[src/rtl/axi4_lite_register_master.sv]
// axi4_lite_register_master
//   Single-outstanding AXI4-Lite initiator. A command accepted on the
//   cmd_* handshake becomes one AXI4-Lite write (AW + W, then B) or read
//   (AR, then R). The result is presented on the rsp_* handshake and held
//   until rsp_ready. Responses therefore return in command order.
//
// Parameters
//   N  : data bus width in bytes (4 or 8)
//   A  : address width
//   CW : width of the per-transaction latency counter (saturating)
//
// Ports
//   aclk, areset                      clock, asynchronous active-high reset
//   cmd_valid/ready/write/addr/wdata/wstrb  command request side
//   rsp_valid/ready/write/rdata/resp/cycles response side
//   aw*, w*, b*                       AXI4-Lite write channels
//   ar*, r*                           AXI4-Lite read channels
module axi4_lite_register_master #(
  parameter int N  = 8,
  parameter int A  = 32,
  parameter int CW = 16
) (
  input  logic             aclk,
  input  logic             areset,
  input  logic             cmd_valid,
  output logic             cmd_ready,
  input  logic             cmd_write,
  input  logic [A-1:0]     cmd_addr,
  input  logic [8*N-1:0]   cmd_wdata,
  input  logic [N-1:0]     cmd_wstrb,
  output logic             rsp_valid,
  input  logic             rsp_ready,
  output logic             rsp_write,
  output logic [8*N-1:0]   rsp_rdata,
  output logic [1:0]       rsp_resp,
  output logic [CW-1:0]    rsp_cycles,
  output logic [A-1:0]     awaddr,
  output logic [2:0]       awprot,
  output logic             awvalid,
  input  logic             awready,
  output logic [8*N-1:0]   wdata,
  output logic [N-1:0]     wstrb,
  output logic             wvalid,
  input  logic             wready,
  input  logic [1:0]       bresp,
  input  logic             bvalid,
  output logic             bready,
  output logic [A-1:0]     araddr,
  output logic [2:0]       arprot,
  output logic             arvalid,
  input  logic             arready,
  input  logic [8*N-1:0]   rdata,
  input  logic [1:0]       rresp,
  input  logic             rvalid,
  output logic             rready
);

  if (N != 4 && N != 8) begin : g_bad_n
    $fatal(1, "axi4_lite_register_master: N must be 4 or 8");
  end

  // Clears the byte-lane bits so the address is aligned to the bus width.
  localparam logic [A-1:0] ALIGN_MASK = ~(A'(N - 1));

  typedef enum logic [2:0] {
    IDLE = 3'd0,
    WR   = 3'd1,
    WB   = 3'd2,
    RA   = 3'd3,
    RD   = 3'd4,
    RSP  = 3'd5
  } state_t;

  state_t          state;
  state_t          state_nxt;
  logic            aw_done;
  logic            w_done;
  logic [A-1:0]    addr;

  logic            aw_hs;
  logic            w_hs;
  logic            b_hs;
  logic            r_hs;

  function automatic logic [CW-1:0] sat_inc(input logic [CW-1:0] v);
    return (v == '1) ? v : v + CW'(1);
  endfunction

  assign awprot = 3'b000;
  assign arprot = 3'b000;
  assign awaddr = addr;
  assign araddr = addr;

  assign aw_hs = awvalid & awready;
  assign w_hs  = wvalid & wready;
  assign b_hs  = bvalid & bready;
  assign r_hs  = rvalid & rready;

  always_ff @(posedge aclk or posedge areset) begin
    if (areset) state <= IDLE;
    else        state <= state_nxt;
  end

  // Valids/readies decode directly from state so that an asynchronous
  // reset drops them in the same instant.
  always_comb begin
    state_nxt = state;
    cmd_ready = 1'b0;
    awvalid   = 1'b0;
    wvalid    = 1'b0;
    bready    = 1'b0;
    arvalid   = 1'b0;
    rready    = 1'b0;
    rsp_valid = 1'b0;
    case (state)
      IDLE: begin
        cmd_ready = 1'b1;
        if (cmd_valid) state_nxt = cmd_write ? WR : RA;
      end
      WR: begin
        awvalid = ~aw_done;
        wvalid  = ~w_done;
        // AW and W complete independently, possibly in the same cycle.
        if ((aw_done | (awready & ~aw_done)) && (w_done | (wready & ~w_done)))
          state_nxt = WB;
      end
      WB: begin
        bready = 1'b1;
        if (bvalid) state_nxt = RSP;
      end
      RA: begin
        arvalid = 1'b1;
        if (arready) state_nxt = RD;
      end
      RD: begin
        rready = 1'b1;
        if (rvalid) state_nxt = RSP;
      end
      RSP: begin
        rsp_valid = 1'b1;
        if (rsp_ready) state_nxt = IDLE;
      end
      default: state_nxt = IDLE;
    endcase
  end

  always_ff @(posedge aclk or posedge areset) begin
    if (areset) begin
      addr       <= '0;
      wdata      <= '0;
      wstrb      <= '0;
      aw_done    <= 1'b0;
      w_done     <= 1'b0;
      rsp_write  <= 1'b0;
      rsp_rdata  <= '0;
      rsp_resp   <= 2'b00;
      rsp_cycles <= '0;
    end else begin
      if (state == IDLE && cmd_valid) begin
        addr       <= cmd_addr & ALIGN_MASK;
        wdata      <= cmd_wdata;
        wstrb      <= cmd_wstrb;
        rsp_write  <= cmd_write;
        rsp_rdata  <= '0;
        rsp_resp   <= 2'b00;
        rsp_cycles <= '0;
        aw_done    <= 1'b0;
        w_done     <= 1'b0;
      end
      if (aw_hs) aw_done <= 1'b1;
      if (w_hs)  w_done  <= 1'b1;
      // Counts every cycle after accept up to and including the B/R handshake.
      if (state == WR || state == WB || state == RA || state == RD)
        rsp_cycles <= sat_inc(rsp_cycles);
      if (b_hs) rsp_resp <= bresp;
      if (r_hs) begin
        rsp_rdata <= rdata;
        rsp_resp  <= rresp;
      end
    end
  end

endmodule

[config.mk]
export PLATFORM = sky130hd
export DESIGN_NAME = axi4_lite_register_master
export DESIGN_NICKNAME = d
export VERILOG_FILES = /design/src/rtl/axi4_lite_register_master.sv
export SDC_FILE = /design/constraint.sdc
export NUM_CORES = 1
export LEC_CHECK = 0
export ABC_AREA = 1
export CAP_MARGIN = 20
export CORE_AREA = 2 2 161 163
export CTS_CLUSTER_DIAMETER = 100
export DETAILED_ROUTE_END_ITERATION = 10
export DIE_AREA = 0 0 163 165
export GPL_TIMING_DRIVEN = 0
export PLACE_DENSITY = 0.66
export RECOVER_POWER = 50
export SYNTH_ARGS = -nofsm -noshare
export SYNTH_HDL_FRONTEND = slang
export SYNTH_SLANG_ARGS = --single-unit
[constraint.sdc]
create_clock -name aclk -period 8.85 [get_ports aclk]
set_clock_uncertainty 0.2 [all_clocks]
set_input_delay 1.77 -clock aclk [delete_from_list [all_inputs] [get_ports aclk]]
set_output_delay 1.77 -clock aclk [all_outputs]
set_load 0.005 [all_outputs]
---- After elaboration in Yosys (flattened, before gate mapping) ----
Cells that the tools add are included.
word-level totals
  bits in read-only memories .............. 0
  memory bits (writable) .................. 0
  bits in latches ......................... 0
  memories kept ........................... 0
  logic and storage cells ................. 73
  register bits ........................... 189
operators by class
  divide/modulo/power cells ............... 0
  magnitude comparators ................... 0
  bitwise operators ....................... 10
  reduce and logical (&&, ||, !) cells .... 13
  equal/unequal tests ..................... 13
  shift operators ......................... 0
  mux-type cells .......................... 26
  add/sub/neg operators ................... 1
  $mul .................................... 0
operators with widths
  cell                                                 number
  two-way mux 64 bit                                   2
  two-way mux 16 bit                                   3
  two-way mux 3 bit                                    6
  case mux 3 bit (6 select lines)                      1
  adder 16 x 1 -> 16 bit, second input constant        1
  equality test 16 bit, second input constant          1
  != test 2 bit, second input constant                 7
  two-way mux 1 bit                                    10
  two-way mux 2 bit                                    4
  nonzero test 2 bit                                   4
  AND 1 bit                                            6
  equality test 3 x 2 -> 1 bit, second input constant  2
  equality test 3 bit, second input constant           2
  AND reduction 6 bit                                  1
  equality test 3 x 1 -> 1 bit, second input constant  1
  logical NOT 3 bit                                    1
  logical OR 1 bit                                     3
  nonzero test 3 bit                                   1
  logical AND 1 bit                                    2
  inverter 1 bit                                       2
  bitwise OR 1 bit                                     2
  AND reduction 2 bit                                  1

---- Longest topological paths before layout ----
  word-level depth ........................ 6
  depth in mapped cells ................... 10
  gate-level depth less buffers ........... 9

---- Worst setup path before layout ----
Ideal clock, no wire load.
  path kind ............................... reg2out
  start ................................... register state[0]
  end ..................................... output port rready
  arrival time ............................ 0.998 ns
  cell stages (with the launch flop) ...... 5
  slack ................................... 5.882 ns
  buffers on the path ..................... 1
  cells stage by stage .................... dfrtp_1 -> nor2_2 -> nand2_1 -> inv_2 -> clkbuf_1
on the way
  cells in the longest elaborated chain, start to end .. 2
RTL lines
  item                      RTL line  RTL
  start: declaration        74        state_t state;
  start signal: assignment  101       else state <= state_nxt;
  equality test 3 bit       115       case (state)
  two-way mux 1 bit         115
  end: declaration          55        output logic rready
No other way between the ends.

==> impl_results.html <==
<table>
<tr><th>Metric</th><th>Value</th></tr>
<tr><th colspan="2">Outcome</th></tr>
<tr><td>Run status</td><td>finished, violations left</td></tr>
<tr><td>Violations in the final reports</td><td>max-capacitance violations, max-slew violations</td></tr>
<tr><th colspan="2">Critical path</th></tr>
<tr><td>Signal arrival time at the worst endpoint</td><td>4.47 ns</td></tr>
<tr><td>Cell family with most CP delay</td><td>buffers and inverters</td></tr>
<tr><td>Startpoint Class</td><td>primary input</td></tr>
<tr><td>Crit path max-delay cell type</td><td>sky130_fd_sc_hd__clkinvlp_2</td></tr>
<tr><td>Biggest cell delay along the critical path</td><td>2.07 ns</td></tr>
<tr><td>Kind of critical path</td><td>in2async</td></tr>
<tr><td>Worst path buffer plus inverter count</td><td>2</td></tr>
<tr><td>Worst path required time</td><td>8.57 ns</td></tr>
<tr><td>Maximum net fanout on the critical path</td><td>79</td></tr>
<tr><td>Number of cells on the critical path</td><td>2</td></tr>
<tr><td>Worst Reg-to-Reg Cells</td><td>8</td></tr>
<tr><td>Kind of capture point of the worst setup path</td><td>async pin</td></tr>
<tr><td>Cells along the critical path</td><td>dlygate4sd3_1 -&gt; clkinvlp_2</td></tr>
<tr><th colspan="2">Place</th></tr>
<tr><td>I/O Buffers</td><td>398</td></tr>
<tr><td>Post-placement cell area</td><td>12700 um2</td></tr>
<tr><td>Global placement routability congestion</td><td>0.805</td></tr>
<tr><td>Sum of net half-perimeters after detailed placement</td><td>20800 um</td></tr>
<tr><td>Placed cell count</td><td>1711</td></tr>
<tr><td>Pre-CTS WS</td><td>4.97 ns</td></tr>
<tr><th colspan="2">Finish</th></tr>
<tr><td>Fraction of final layout cells with drive strength greater than 1</td><td>0.0764</td></tr>
<tr><td>Most common library cell in the layout ignoring fill and taps</td><td>sky130_fd_sc_hd__nand2_1</td></tr>
<tr><td>Storage element area</td><td>4730 um2</td></tr>
<tr><td>Net count of the finished layout</td><td>1583</td></tr>
<tr><td>Area growth syn-to-layout</td><td>61.3%</td></tr>
<tr><td>Post-route design area</td><td>13200 um2</td></tr>
<tr><td>Number of fillers in the final layout</td><td>2399</td></tr>
<tr><td>Layout Cells excl Fill</td><td>1744</td></tr>
<tr><td>Most frequent cells in the layout</td><td>sky130_fd_sc_hd__nand2_1, sky130_fd_sc_hd__clkdlybuf4s50_1, sky130_fd_sc_hd__dfrtp_1</td></tr>
<tr><td>Multi-input logic area</td><td>2800 um2</td></tr>
<tr><th colspan="2">Timing</th></tr>
<tr><td>Worst hold margin</td><td>0.280 ns</td></tr>
<tr><td>Final setup violating endpoints</td><td>0</td></tr>
<tr><td>Number of pins with negative max-slew slack in the final report</td><td>79</td></tr>
<tr><td>RSZ-0062 raised after global routing</td><td>no</td></tr>
<tr><td>Hold Fails Final Rpt</td><td>0</td></tr>
<tr><td>Smallest setup slack after layout</td><td>4.10 ns</td></tr>
<tr><td>Part of the cycle the worst path needs</td><td>0.537</td></tr>
<tr><td>Tightest slew margin relative to the limit</td><td>-1.48</td></tr>
<tr><td>Final critical-path required period</td><td>4.75 ns</td></tr>
<tr><td>Slew at the pin with the worst max-slew slack</td><td>3.70 ns</td></tr>
<tr><td>Max Clock Freq</td><td>0.210 GHz</td></tr>
<tr><th colspan="2">Detailed routing</th></tr>
<tr><td>Number of nets with antenna violations after detailed routing</td><td>0</td></tr>
<tr><td>Iteration-0 DRC count of the detailed router</td><td>486</td></tr>
<tr><td>Vias/cell</td><td>4.52</td></tr>
<tr><td>Number of optimization iterations in the first detailed-route pass</td><td>5</td></tr>
<tr><td>Via count</td><td>7882</td></tr>
<tr><td>Final routed DRC violation total</td><td>0</td></tr>
<tr><td>WL/cell</td><td>15.6 um</td></tr>
<tr><td>Total wirelength of the detailed-routed design</td><td>27300 um</td></tr>
<tr><th colspan="2">Clock tree</th></tr>
<tr><td>Cts hold-fix bufs</td><td>0</td></tr>
<tr><td>Clock-pin slew on the worst setup and hold paths</td><td>0.08 ns</td></tr>
<tr><td>Post-cts repair resize count</td><td>0</td></tr>
<tr><td>H-tree levels</td><td>4</td></tr>
<tr><td>Setup fix buffers added after clock tree synthesis</td><td>0</td></tr>
<tr><td>TritonCTS Buffers</td><td>17</td></tr>
<tr><td>Maximum clock path buffer count</td><td>2</td></tr>
<tr><td>Root Driver</td><td>sky130_fd_sc_hd__clkbuf_16</td></tr>
<tr><td>Clock tree from TritonCTS</td><td>yes</td></tr>
<tr><td>Clock insertion delay at the later pin of the skew report</td><td>0.43 ns</td></tr>
<tr><td>Number of clock sinks seen by CTS</td><td>189</td></tr>
<tr><th colspan="2">Power</th></tr>
<tr><td>Combinational group share of total power</td><td>0.470</td></tr>
<tr><td>Worst vdd ir</td><td>0.145 mV</td></tr>
<tr><td>Total net switching power</td><td>1.49 mW</td></tr>
<tr><td>Static power due to leakage</td><td>6.47 nW</td></tr>
<tr><td>Sequential power share</td><td>0.353</td></tr>
<tr><td>Part of the total power dissipated in the clock network</td><td>0.176</td></tr>
<tr><td>PwrDens</td><td>326 nW/um2</td></tr>
<tr><td>Fraction of power spent switching nets</td><td>0.346</td></tr>
<tr><td>Pint</td><td>2.81 mW</td></tr>
<tr><th colspan="2">GRT</th></tr>
<tr><td>Total track usage</td><td>0.196</td></tr>
<tr><td>Largest net degree at the start of global routing</td><td>112</td></tr>
<tr><td>Wire length of the first global-routing pass</td><td>40800 um</td></tr>
<tr><td>Number of global-route vias before repair</td><td>7500</td></tr>
<tr><td>Remaining global-route overflow</td><td>0</td></tr>
<tr><td>Number of antenna violations at the first check in global routing</td><td>1</td></tr>
<tr><th colspan="2">Floorplan</th></tr>
<tr><td>Count of pins on the block boundary</td><td>414</td></tr>
<tr><td>Placeable core region</td><td>25000 um2</td></tr>
<tr><td>Row cnt</td><td>58</td></tr>
<tr><td>Die span in y</td><td>165 um</td></tr>
<tr><td>Initial Utilization</td><td>0.327</td></tr>
<tr><td>Overall die area</td><td>26900 um2</td></tr>
<tr><td>Horizontal extent of the die</td><td>163 um</td></tr>
<tr><th colspan="2">Yosys</th></tr>
<tr><td>Per-instance average area after synthesis</td><td>8.43 um2</td></tr>
<tr><td>Yosys synthesis warning count</td><td>0</td></tr>
<tr><td>FF+latch count, synth</td><td>189</td></tr>
<tr><td>Synth cell types</td><td>29</td></tr>
<tr><td>Post-synth design cell area</td><td>8190 um2</td></tr>
<tr><td>Number of cells produced by synthesis</td><td>971</td></tr>
<tr><td>Post-synthesis sequential area ratio</td><td>0.578</td></tr>
<tr><th colspan="2">Worst hold path</th></tr>
<tr><td>Hold crit path type</td><td>reg2reg</td></tr>
<tr><td>Worst hold path depth</td><td>2</td></tr>
<tr><th colspan="2">Run</th></tr>
<tr><td>Max-Cap Viols</td><td>1</td></tr>
</table>
-- Yosys cell counts --
cell type,n,area (um2)
sky130_fd_sc_hd__conb_1,1,3.75
sky130_fd_sc_hd__nand2_2,2,12.5
sky130_fd_sc_hd__buf_1,3,11.3
sky130_fd_sc_hd__nand4_1,2,12.5
sky130_fd_sc_hd__o21bai_1,2,15.0
sky130_fd_sc_hd__buf_2,26,130
sky130_fd_sc_hd__o21ai_1,2,10.0
sky130_fd_sc_hd__nand3_1,149,746
sky130_fd_sc_hd__or2_2,3,18.8
sky130_fd_sc_hd__ha_1,1,12.5
sky130_fd_sc_hd__inv_1,24,90.1
sky130_fd_sc_hd__and2_1,2,12.5
sky130_fd_sc_hd__dfrtp_1,189,4730
sky130_fd_sc_hd__nor2_1,24,90.1
sky130_fd_sc_hd__nor2_2,1,6.26
sky130_fd_sc_hd__nand2_1,447,1680
sky130_fd_sc_hd__nor2_4,1,11.3
sky130_fd_sc_hd__a21o_1,1,7.51
sky130_fd_sc_hd__clkbuf_1,12,45.0
sky130_fd_sc_hd__o21ai_0,7,35.0
sky130_fd_sc_hd__o21ai_2,1,8.76
sky130_fd_sc_hd__inv_2,4,15.0
sky130_fd_sc_hd__o22ai_1,1,6.26
sky130_fd_sc_hd__buf_4,52,390
sky130_fd_sc_hd__a21oi_1,5,25.0
sky130_fd_sc_hd__a22o_1,2,17.5
sky130_fd_sc_hd__buf_6,1,11.3
sky130_fd_sc_hd__nor3_1,5,25.0
sky130_fd_sc_hd__xor2_1,1,8.76
-- power by group through the flow --
stage / logic, mW / clock network (mW) / registers [mW]
6_report: 2.02 / 0.758 / 1.52
5_1_grt: 2.22 / 0.814 / 1.57
4_1_cts: 2.08 / 0.777 / 1.52
3_5_place_dp: 2.07 / 0 / 1.53
3_3_place_gp: 2.04 / 0 / 1.52
2_1_floorplan: 0.771 / 0 / 1.53
-- sequential cells by signal, indices dropped and copies added, names as in the netlist --
register / count
araddr: 29
aw_done: 1
rsp_cycles: 16
rsp_rdata: 64
rsp_resp: 2
rsp_write: 1
state: 3
w_done: 1
wdata: 64
wstrb: 8
-- layer usage --
layer	wire length (um)	vias to the layer above	global-route usage	share of wire
li1	-	3877	-	-
met3	2170	47	0.0603	0.080
met2	13500	278	0.333	0.49
met4	882	0	0.0901	0.032
met1	10700	3680	0.229	0.39
met5	0	-	0	0
-- final timing paths --
kind                           start            end  slack, ns
max reg2reg                 state[0]     araddr[15]       6.34
min in group asynchronous     areset     araddr[18]       2.69
max in group aclk           state[0]         rready       4.55
min                        wdata[41]      wdata[41]       0.28
min reg2reg                wdata[41]      wdata[41]       0.28
max                           areset  rsp_rdata[24]       4.10
-- area by class of cell --
type	instances	share of cell area
clock buffer	17	0.0322
antenna	1	0.000189
sequential	189	0.358
clock inverter	15	0.0117
buffer	94	0.0427
multi-input combinational	671	0.212
timing repair buffer	399	0.304
tap	330	0.0313
inverter	28	0.00805
-- cell families after synthesis --
family	count (synthesis)	synth area share
other	1	0.000458
buffers and inverters	122	0.0847
XOR/XNOR	1	0.00107
adder cells (fa/ha/maj)	1	0.00153
AO/OA/AOI/OAI	21	0.0153
AND/OR/NAND/NOR	636	0.319
flip-flops	189	0.578
-- through the flow --
step	utilization	TNS (ns)	power [mW]
after global placement	0.504	-216.27	3.57
after floorplan	-	0	2.31
after detailed placement	0.506	0	3.60
after global routing	0.527	0	4.60
after CTS	0.529	0	4.38
final	0.527	0	4.30
No activity file was read; power rests on OpenSTA's default activity.
